## config.mk

```make
export PLATFORM = sky130hd
export DESIGN_NAME = rv_mc_control
export DESIGN_NICKNAME = d
export VERILOG_FILES = /design/src/rtl/rv_mc_control.sv
export SDC_FILE = /design/constraint.sdc
export NUM_CORES = 1
export LEC_CHECK = 0
export BUFFER_PORTS_ARGS = -buffer_cell sky130_fd_sc_hd__buf_2
export CAP_MARGIN = 5
export CORE_AREA = 2 2 66 56
export CTS_CLUSTER_SIZE = 20
export DETAILED_ROUTE_END_ITERATION = 8
export DIE_AREA = 0 0 68 58
export GPL_TIMING_DRIVEN = 0
export PLACE_DENSITY = 0.85
export SLEW_MARGIN = 20
export SYNTH_ARGS = -nofsm -noshare
export SYNTH_HDL_FRONTEND = slang
export SYNTH_SLANG_ARGS = --single-unit
```

## constraint.sdc

```tcl
create_clock -name clk -period 2.2 [get_ports clk]
set_input_delay 0.22 -clock clk [delete_from_list [all_inputs] [get_ports clk]]
set_output_delay 0.22 -clock clk [all_outputs]
set_load 0.005 [all_outputs]
```

## src/rtl/rv_mc_control.sv

```systemverilog
// rv_mc_control -- multicycle RV32I control unit.
//
// Sequences one instruction at a time through FETCH / DECODE / execute /
// writeback states and drives the datapath selects and write enables.
// Memory accesses wait on mem_ready under a timeout. Illegal opcodes and
// timeouts park the FSM in TRAP until reset.
//
// Memory handshake: mem_req stays high for the whole access. The access
// completes in the first cycle where mem_req and mem_ready are both high.
// mem_we qualifies a request as a write, and mem_ctrl gives its size.
//
// Ports
//   clk, rst_n           clock, asynchronous active-low reset
//   op, funct3, funct7   instruction fields (only funct7[5] is used)
//   zero                 ALU zero flag for branch resolution
//   mem_ready            memory completes the current request
//   pc_we, ir_we, reg_we write enables (PC, IR, register file)
//   mem_req, mem_we      memory request and write qualifier
//   adr_src              0 = PC, 1 = ALUOut
//   mem_ctrl             access size (funct3 in data access, else word)
//   alu_src_a/b, alu_ctrl, res_src, imm_src   datapath selects
//   illegal, timeout     sticky trap causes
//   state_o              current state encoding (debug)

package rv_defs;
  localparam logic [3:0] ALU_ADD  = 4'd0;
  localparam logic [3:0] ALU_SUB  = 4'd1;
  localparam logic [3:0] ALU_AND  = 4'd2;
  localparam logic [3:0] ALU_OR   = 4'd3;
  localparam logic [3:0] ALU_XOR  = 4'd4;
  localparam logic [3:0] ALU_SLT  = 4'd5;
  localparam logic [3:0] ALU_SLTU = 4'd6;
  localparam logic [3:0] ALU_SLL  = 4'd7;
  localparam logic [3:0] ALU_SRL  = 4'd8;
  localparam logic [3:0] ALU_SRA  = 4'd9;

  localparam logic [6:0] OP_R      = 7'b0110011;
  localparam logic [6:0] OP_I      = 7'b0010011;
  localparam logic [6:0] OP_LOAD   = 7'b0000011;
  localparam logic [6:0] OP_STORE  = 7'b0100011;
  localparam logic [6:0] OP_BRANCH = 7'b1100011;
  localparam logic [6:0] OP_JAL    = 7'b1101111;

  typedef enum logic [3:0] {
    ST_FETCH    = 4'd0,
    ST_DECODE   = 4'd1,
    ST_MEMADR   = 4'd2,
    ST_MEMREAD  = 4'd3,
    ST_MEMWB    = 4'd4,
    ST_MEMWRITE = 4'd5,
    ST_EXECR    = 4'd6,
    ST_EXECI    = 4'd7,
    ST_ALUWB    = 4'd8,
    ST_BRANCH   = 4'd9,
    ST_JAL      = 4'd10,
    ST_TRAP     = 4'd11
  } mc_state_e;
endpackage

module rv_mc_control
  import rv_defs::*;
#(
  parameter int unsigned MEM_TIMEOUT = 255
) (
  input  logic       clk,
  input  logic       rst_n,
  input  logic [6:0] op,
  input  logic [2:0] funct3,
  input  logic [6:0] funct7,
  input  logic       zero,
  input  logic       mem_ready,
  output logic       pc_we,
  output logic       ir_we,
  output logic       reg_we,
  output logic       mem_req,
  output logic       mem_we,
  output logic       adr_src,
  output logic [2:0] mem_ctrl,
  output logic [1:0] alu_src_a,
  output logic [1:0] alu_src_b,
  output logic [3:0] alu_ctrl,
  output logic [1:0] res_src,
  output logic [2:0] imm_src,
  output logic       illegal,
  output logic       timeout,
  output logic [3:0] state_o
);

  localparam logic [7:0] TIMEOUT_CNT = 8'(MEM_TIMEOUT);

  mc_state_e  state, next_state;
  logic [7:0] wait_cnt;
  logic       illegal_q, timeout_q;

  // Combinational decode results, gated by rst_n before reaching the ports.
  logic       pc_we_c, ir_we_c, reg_we_c, mem_req_c, mem_we_c, adr_src_c;
  logic [2:0] mem_ctrl_c, imm_src_c;
  logic [1:0] alu_src_a_c, alu_src_b_c, res_src_c;
  logic [3:0] alu_ctrl_c;
  logic       set_illegal, set_timeout, in_wait;

  logic unused_funct7;
  assign unused_funct7 = ^{funct7[6], funct7[4:0]};

  // funct7[5] selects SUB only for register-register ops; the I-type
  // immediate overlaps funct7, so it must be ignored there.
  function automatic logic [3:0] alu_dec(input logic [2:0] f3,
                                         input logic       alt,
                                         input logic       is_reg);
    logic [3:0] r;
    case (f3)
      3'd0:    r = (is_reg && alt) ? ALU_SUB : ALU_ADD;
      3'd1:    r = ALU_SLL;
      3'd2:    r = ALU_SLT;
      3'd3:    r = ALU_SLTU;
      3'd4:    r = ALU_XOR;
      3'd5:    r = alt ? ALU_SRA : ALU_SRL;
      3'd6:    r = ALU_OR;
      default: r = ALU_AND;
    endcase
    return r;
  endfunction

  always_ff @(posedge clk or negedge rst_n) begin
    if (!rst_n) state <= ST_FETCH;
    else        state <= next_state;
  end

  // The timeout fires in the cycle where the counter already equals
  // MEM_TIMEOUT and mem_ready is still low, so a ready in that same
  // cycle is still accepted as a normal completion.
  always_comb begin
    next_state  = state;
    pc_we_c     = 1'b0;
    ir_we_c     = 1'b0;
    reg_we_c    = 1'b0;
    mem_req_c   = 1'b0;
    mem_we_c    = 1'b0;
    adr_src_c   = 1'b0;
    mem_ctrl_c  = 3'b010;
    alu_src_a_c = 2'd0;
    alu_src_b_c = 2'd0;
    alu_ctrl_c  = ALU_ADD;
    res_src_c   = 2'd0;
    imm_src_c   = 3'd0;
    set_illegal = 1'b0;
    set_timeout = 1'b0;
    in_wait     = 1'b0;

    case (state)
      ST_FETCH: begin
        mem_req_c = 1'b1;
        in_wait   = 1'b1;
        if (mem_ready) begin
          ir_we_c     = 1'b1;
          pc_we_c     = 1'b1;
          alu_src_b_c = 2'd2;
          res_src_c   = 2'd2;
          next_state  = ST_DECODE;
        end else if (wait_cnt == TIMEOUT_CNT) begin
          set_timeout = 1'b1;
          next_state  = ST_TRAP;
        end
      end
      ST_DECODE: begin
        alu_src_a_c = 2'd1;
        alu_src_b_c = 2'd1;
        imm_src_c   = 3'd2;
        case (op)
          OP_R:              next_state = ST_EXECR;
          OP_I:              next_state = ST_EXECI;
          OP_LOAD, OP_STORE: next_state = ST_MEMADR;
          OP_JAL:            next_state = ST_JAL;
          OP_BRANCH: begin
            if (funct3 == 3'd0 || funct3 == 3'd1) begin
              next_state = ST_BRANCH;
            end else begin
              set_illegal = 1'b1;
              next_state  = ST_TRAP;
            end
          end
          default: begin
            set_illegal = 1'b1;
            next_state  = ST_TRAP;
          end
        endcase
      end
      ST_MEMADR: begin
        alu_src_a_c = 2'd2;
        alu_src_b_c = 2'd1;
        imm_src_c   = (op == OP_STORE) ? 3'd1 : 3'd0;
        next_state  = (op == OP_STORE) ? ST_MEMWRITE : ST_MEMREAD;
      end
      ST_MEMREAD, ST_MEMWRITE: begin
        mem_req_c  = 1'b1;
        mem_we_c   = (state == ST_MEMWRITE);
        adr_src_c  = 1'b1;
        mem_ctrl_c = funct3;
        in_wait    = 1'b1;
        if (mem_ready) begin
          next_state = (state == ST_MEMWRITE) ? ST_FETCH : ST_MEMWB;
        end else if (wait_cnt == TIMEOUT_CNT) begin
          set_timeout = 1'b1;
          next_state  = ST_TRAP;
        end
      end
      ST_MEMWB: begin
        res_src_c  = 2'd1;
        reg_we_c   = 1'b1;
        next_state = ST_FETCH;
      end
      ST_EXECR, ST_EXECI: begin
        alu_src_a_c = 2'd2;
        alu_src_b_c = (state == ST_EXECI) ? 2'd1 : 2'd0;
        alu_ctrl_c  = alu_dec(funct3, funct7[5], state == ST_EXECR);
        next_state  = ST_ALUWB;
      end
      ST_ALUWB: begin
        reg_we_c   = 1'b1;
        next_state = ST_FETCH;
      end
      ST_BRANCH: begin
        alu_src_a_c = 2'd2;
        alu_ctrl_c  = ALU_SUB;
        pc_we_c     = (funct3 == 3'd0 && zero) || (funct3 == 3'd1 && !zero);
        next_state  = ST_FETCH;
      end
      ST_JAL: begin
        alu_src_a_c = 2'd1;
        alu_src_b_c = 2'd2;
        pc_we_c     = 1'b1;
        next_state  = ST_ALUWB;
      end
      ST_TRAP:  next_state = ST_TRAP;
      default: next_state = ST_TRAP;
    endcase
  end

  // Cleared on entry to any waiting state; counts cycles without ready.
  always_ff @(posedge clk or negedge rst_n) begin
    if (!rst_n) begin
      wait_cnt <= 8'd0;
    end else if (next_state != state &&
                 (next_state == ST_FETCH || next_state == ST_MEMREAD ||
                  next_state == ST_MEMWRITE)) begin
      wait_cnt <= 8'd0;
    end else if (in_wait && !mem_ready && wait_cnt != 8'hFF) begin
      wait_cnt <= wait_cnt + 8'd1;
    end
  end

  always_ff @(posedge clk or negedge rst_n) begin
    if (!rst_n) begin
      illegal_q <= 1'b0;
      timeout_q <= 1'b0;
    end else begin
      if (set_illegal) illegal_q <= 1'b1;
      if (set_timeout) timeout_q <= 1'b1;
    end
  end

  // Gating by rst_n makes every output drop in the same instant reset
  // asserts, so an aborted instruction never pulses a write enable.
  assign pc_we     = rst_n & pc_we_c;
  assign ir_we     = rst_n & ir_we_c;
  assign reg_we    = rst_n & reg_we_c;
  assign mem_req   = rst_n & mem_req_c;
  assign mem_we    = rst_n & mem_we_c;
  assign adr_src   = rst_n & adr_src_c;
  assign mem_ctrl  = rst_n ? mem_ctrl_c  : 3'd0;
  assign alu_src_a = rst_n ? alu_src_a_c : 2'd0;
  assign alu_src_b = rst_n ? alu_src_b_c : 2'd0;
  assign alu_ctrl  = rst_n ? alu_ctrl_c  : 4'd0;
  assign res_src   = rst_n ? res_src_c   : 2'd0;
  assign imm_src   = rst_n ? imm_src_c   : 3'd0;
  assign illegal   = illegal_q;
  assign timeout   = timeout_q;
  assign state_o   = rst_n ? state : 4'd0;

endmodule
```

==> implementation parameters <==
Parameter                              Value

Outcome
  Outcome ... finished, violations left
  Violations in the final reports ... setup timing

Detailed routing
  Final wirelength ... about 4100 microns
  Detailed-route wire length per cell ... 14.3 microns
  Number of violations reported at the end of detailed-routing iteration 0 ... 67
  DRC Markers ... 0
  Antenna violation net count after detailed routing ... 0
  Number of search-and-repair iterations in the first detailed-routing pass ... 4
  Vias per Instance ... between 5 and 6
  Vias after detailed routing ... 1590

Placement
  Global placer's final weighted congestion ... 0.932
  Final HPWL DP ... ~2800 microns
  Buffers added on ports ... 39
  DP Area ... between 1500 and 2000 sq um

Clock tree
  Clock latency on the worst-skew pair ... about 250 ps
  CTS tree ... yes
  Cts bufs inserted ... 3
  CTS H-Tree Depth ... 1
  Cell at the root of the clock tree ... clkbuf_8
  Clock slew at reported path FFs ... about 60 ps
  Longest Clk Path Bufs ... 2
  Clock sink count ... 14

Timing
  Worst clock skew ... 1.23 ps
  Setup repair after global routing missed its margin ... true
  Slew at the pin with the worst max-slew slack ... about 620 ps
  Max-slew headroom ... between 50% and 60%
  Setup-failing EPs final ... 8
  Final setup margin ... -81.2 ps
  Final critical path time including I/O delays and setup ... approximately 2300 ps
  Count of final hold-check violations ... 0
  Fin crit share ... 104%
  Max Slew Vio Count ... 0
  Achievable frequency ... 438 MHz

Global routing
  Largest net degree at the start of global routing ... 15
  Antenna violations before repair ... 0
  Global-route wire length before repair ... 6630 microns
  Overflow left after global routing ... 0
  Overall fraction of global-route tracks in use ... about 22%
  Vias in the first global route ... between 1000 and 1500

Worst hold path
  Type of the tightest min-delay check ... in2reg
  Beginning of the worst hold path ... op[6]
  Number of cells on the worst hold path ... 3
  Worst Hold Endpoint ... illegal$_DFFE_PN0P_

Yosys
  Number of synthesized flops with an enable pin ... 0
  Sequential element share of the synthesized area ... roughly a quarter
  Async set-or-reset flop fraction in the synthesized netlist ... 100%
  Ranking of synthesized cells by area ... dfrtp_1, nor2_1, nand2_1, buf_6, xor2_1
  Prevailing post-synth register cell ... dfrtp_1
  Syn_area_per_cell ... around 7.6 sq um
  Warnings from Yosys ... 0
  Synth Register Bits ... 14
  Cell taking the most area after synthesis ... dfrtp_1
  Count of mapped cells out of synthesis ... 190
  Distinct cell type count of the synthesized netlist ... 53
  Syn Std Cell Area ... roughly 1400 sq um
  Net count after synthesis ... 212
  Area fraction of the dominant cell type after synthesis ... between 20% and 30%

Cells and area
  Top library cells by usage in the layout, fill and taps aside ... buf_2, nor2_1, nand2_1, buf_4, dfrtp_1
  Combined flip-flop and latch cell area ... roughly 350 sq um
  Leading cell type in the layout, fill and taps excluded ... buf_2
  Layout cell share with drive strength beyond 1 ... 35.5%
  Post-layout utilization of the core ... ~60%
  Footprint of the multi-input gates ... 1030 sq um
  Fill count ... around 290
  Cell area after layout ... 1940 sq um
  Fin nets ... ~270
  Layout overhead on the synthesized area ... 33.9%
  Diode count ... 0

Floorplanning
  Horiz. Die Dim ... around 70 microns
  Die Outline Area ... 3940 sq um
  I/O pin total ... 49
  Die Height ... slightly below 60 microns
  Initial Util ... around 44%
  Core Footprint ... between 3000 and 4000 sq um
  Number of placement rows ... 19

Pwr
  Maximum resistive drop on vdd ... between 0.5 and 0.6 mV
  Total design power ... about 2.2 mW
  Leakage dissipation ... ~0.94 nW
  Cell Pwr Density ... about 1100 nW/um^2

Critical path
  Crit-path leading delay family ... compound AO/OA/AOI/OAI gates
  Capture point of the worst reg-to-reg path ... wait_cnt[1]$_DFFE_PN0P_
  Combined buffer and inverter count along the critical path ... 2
  Critical path start-end classification ... reg2reg
  Launch instance of the worst register-to-register path ... state[2]$_DFF_PN0_
  Crit-path slowest cell ... or4b_4
  Critical path required time ... between 2000 and 2500 ps
  CP cell instances ... buf_6 -> or4b_4 -> a31oi_4 -> o22ai_4 -> a31o_1 -> a2111oi_4 -> buf_4 -> a211oi_2
  Worst reg-to-reg setup slack ... -80 ps
  R2R cell count ... 8
  Longest individual stage delay on the worst path ... about 540 ps
  Critical path fanouts, max ... 8
  Nature of the critical path endpoint ... register
  Number of gates on the worst path with buffers counted ... 8
  Type of element launching the critical path ... register
  Worst endpoint data arrival time ... approximately 2400 ps

Flow run
  Total of max-cap violations ... 0
-- sequential cells by signal, summed over array words and instances, names as in the netlist --
register and count:
illegal 1, wait_cnt 8, timeout 1, state 4
-- metrics by stage --
stage | hold WS, ps | setup slack, ps | std cells | TNS (ps)
detailed placement | 186 | -286 | 271 | -2010
floorplan | -75.6 | -14.7 | 190 | -14.7
finish | 331 | -81.2 | 287 | -549
global placement | 179 | -245 | 271 | -1620
CTS | 337 | -133 | 284 | -925
global route | 355 | -152 | 287 | -1140
-- cells by family (layout without fill, tap and decap cells) --
| group | Yosys count | in the layout | share of synthesized area [%] |
|---|---|---|---|
| compound gates | 33 | 33 | 18.0 |
| xor+xnor | 11 | 11 | 6.67 |
| fa+ha+maj | 1 | 1 | 0.866 |
| buf+inv | 22 | 77 | 10.6 |
| flops | 14 | 14 | 24.2 |
| mux | 4 | 4 | 2.77 |
| other cells | 1 | 1 | 0.259 |
| simple gates | 104 | 104 | 36.5 |
-- worst min-delay path, delay by kind of cell --
kind / cells / cell delay [ps]
buffers and inverters: 1 / 120
AOI/OAI and AO/OA: 2 / 210
-- layer usage --
metal  global-route usage (%)  up-vias  wire [microns]
met5                        0        -               0
met4                     6.57        0              44
met3                     4.27        4             275
met2                     34.3       58            1950
met1                     31.5      755            1820
li1                         -      773               -
-- cells in the mapped netlist (2+ instances only) --
| cell | count |
|---|---|
| xor2_1 | 7 |
| o221ai_1 | 2 |
| a22oi_1 | 2 |
| nand2_1 | 22 |
| a21oi_1 | 8 |
| and3_1 | 3 |
| o21ai_0 | 3 |
| nor3_1 | 5 |
| a22o_1 | 2 |
| buf_6 | 6 |
| nor2_1 | 33 |
| inv_1 | 7 |
| nor2b_1 | 5 |
| nand3_1 | 7 |
| xnor2_1 | 4 |
| and2_1 | 5 |
| nor3b_1 | 2 |
| nor4b_1 | 2 |
| clkbuf_1 | 4 |
| mux2i_1 | 4 |
| dfrtp_1 | 14 |
| clkbuf_8 | 2 |
| nand4_1 | 4 |
| nand2b_1 | 3 |
| nor4_1 | 6 |
-- cell type report --
cell class / count / area share [%]
multi-input combinational: 154 / 53.1
buffer: 14 / 6.53
tap: 42 / 2.71
clock buffer: 4 / 2.84
timing repair buffer: 52 / 15.3
sequential: 14 / 18.2
inverter: 7 / 1.36
-- power by group --
| part | total, mW | leakage (nW) | switching (mW) | internal, mW |
|---|---|---|---|---|
| sequential | 0.340 | 0.182 | 0.0335 | 0.307 |
| clock | 0.257 | 0.0288 | 0.0980 | 0.159 |
| combinational | 1.62 | 0.726 | 0.877 | 0.741 |
| total | 2.22 | 0.936 | 1.01 | 1.21 |
-- repair_timing --
action                                 in CTS  in global routing
cloned                                      0                  0
setup buffers                               9                  3
pin swaps                                   7                  4
endpoints found under the hold margin      14                  0
setup endpoints to repair                   8                  9
hold buffers                                1                  0
gates resized for setup                     7                 11
-- worst max path at each step --
stage                             from                       to  slack (ps)
floorplan           state[2]$_DFF_PN0_  wait_cnt[1]$_DFFE_PN0P_         -10
global placement    state[0]$_DFF_PN0_  wait_cnt[1]$_DFFE_PN0P_        -250
detailed placement  state[3]$_DFF_PN0_  wait_cnt[1]$_DFFE_PN0P_        -290
CTS                 state[2]$_DFF_PN0_  wait_cnt[1]$_DFFE_PN0P_        -130
global route        state[0]$_DFF_PN0_  wait_cnt[3]$_DFFE_PN0P_        -150
finish              state[2]$_DFF_PN0_  wait_cnt[1]$_DFFE_PN0P_         -80
Power figures use the tool's default switching activity.
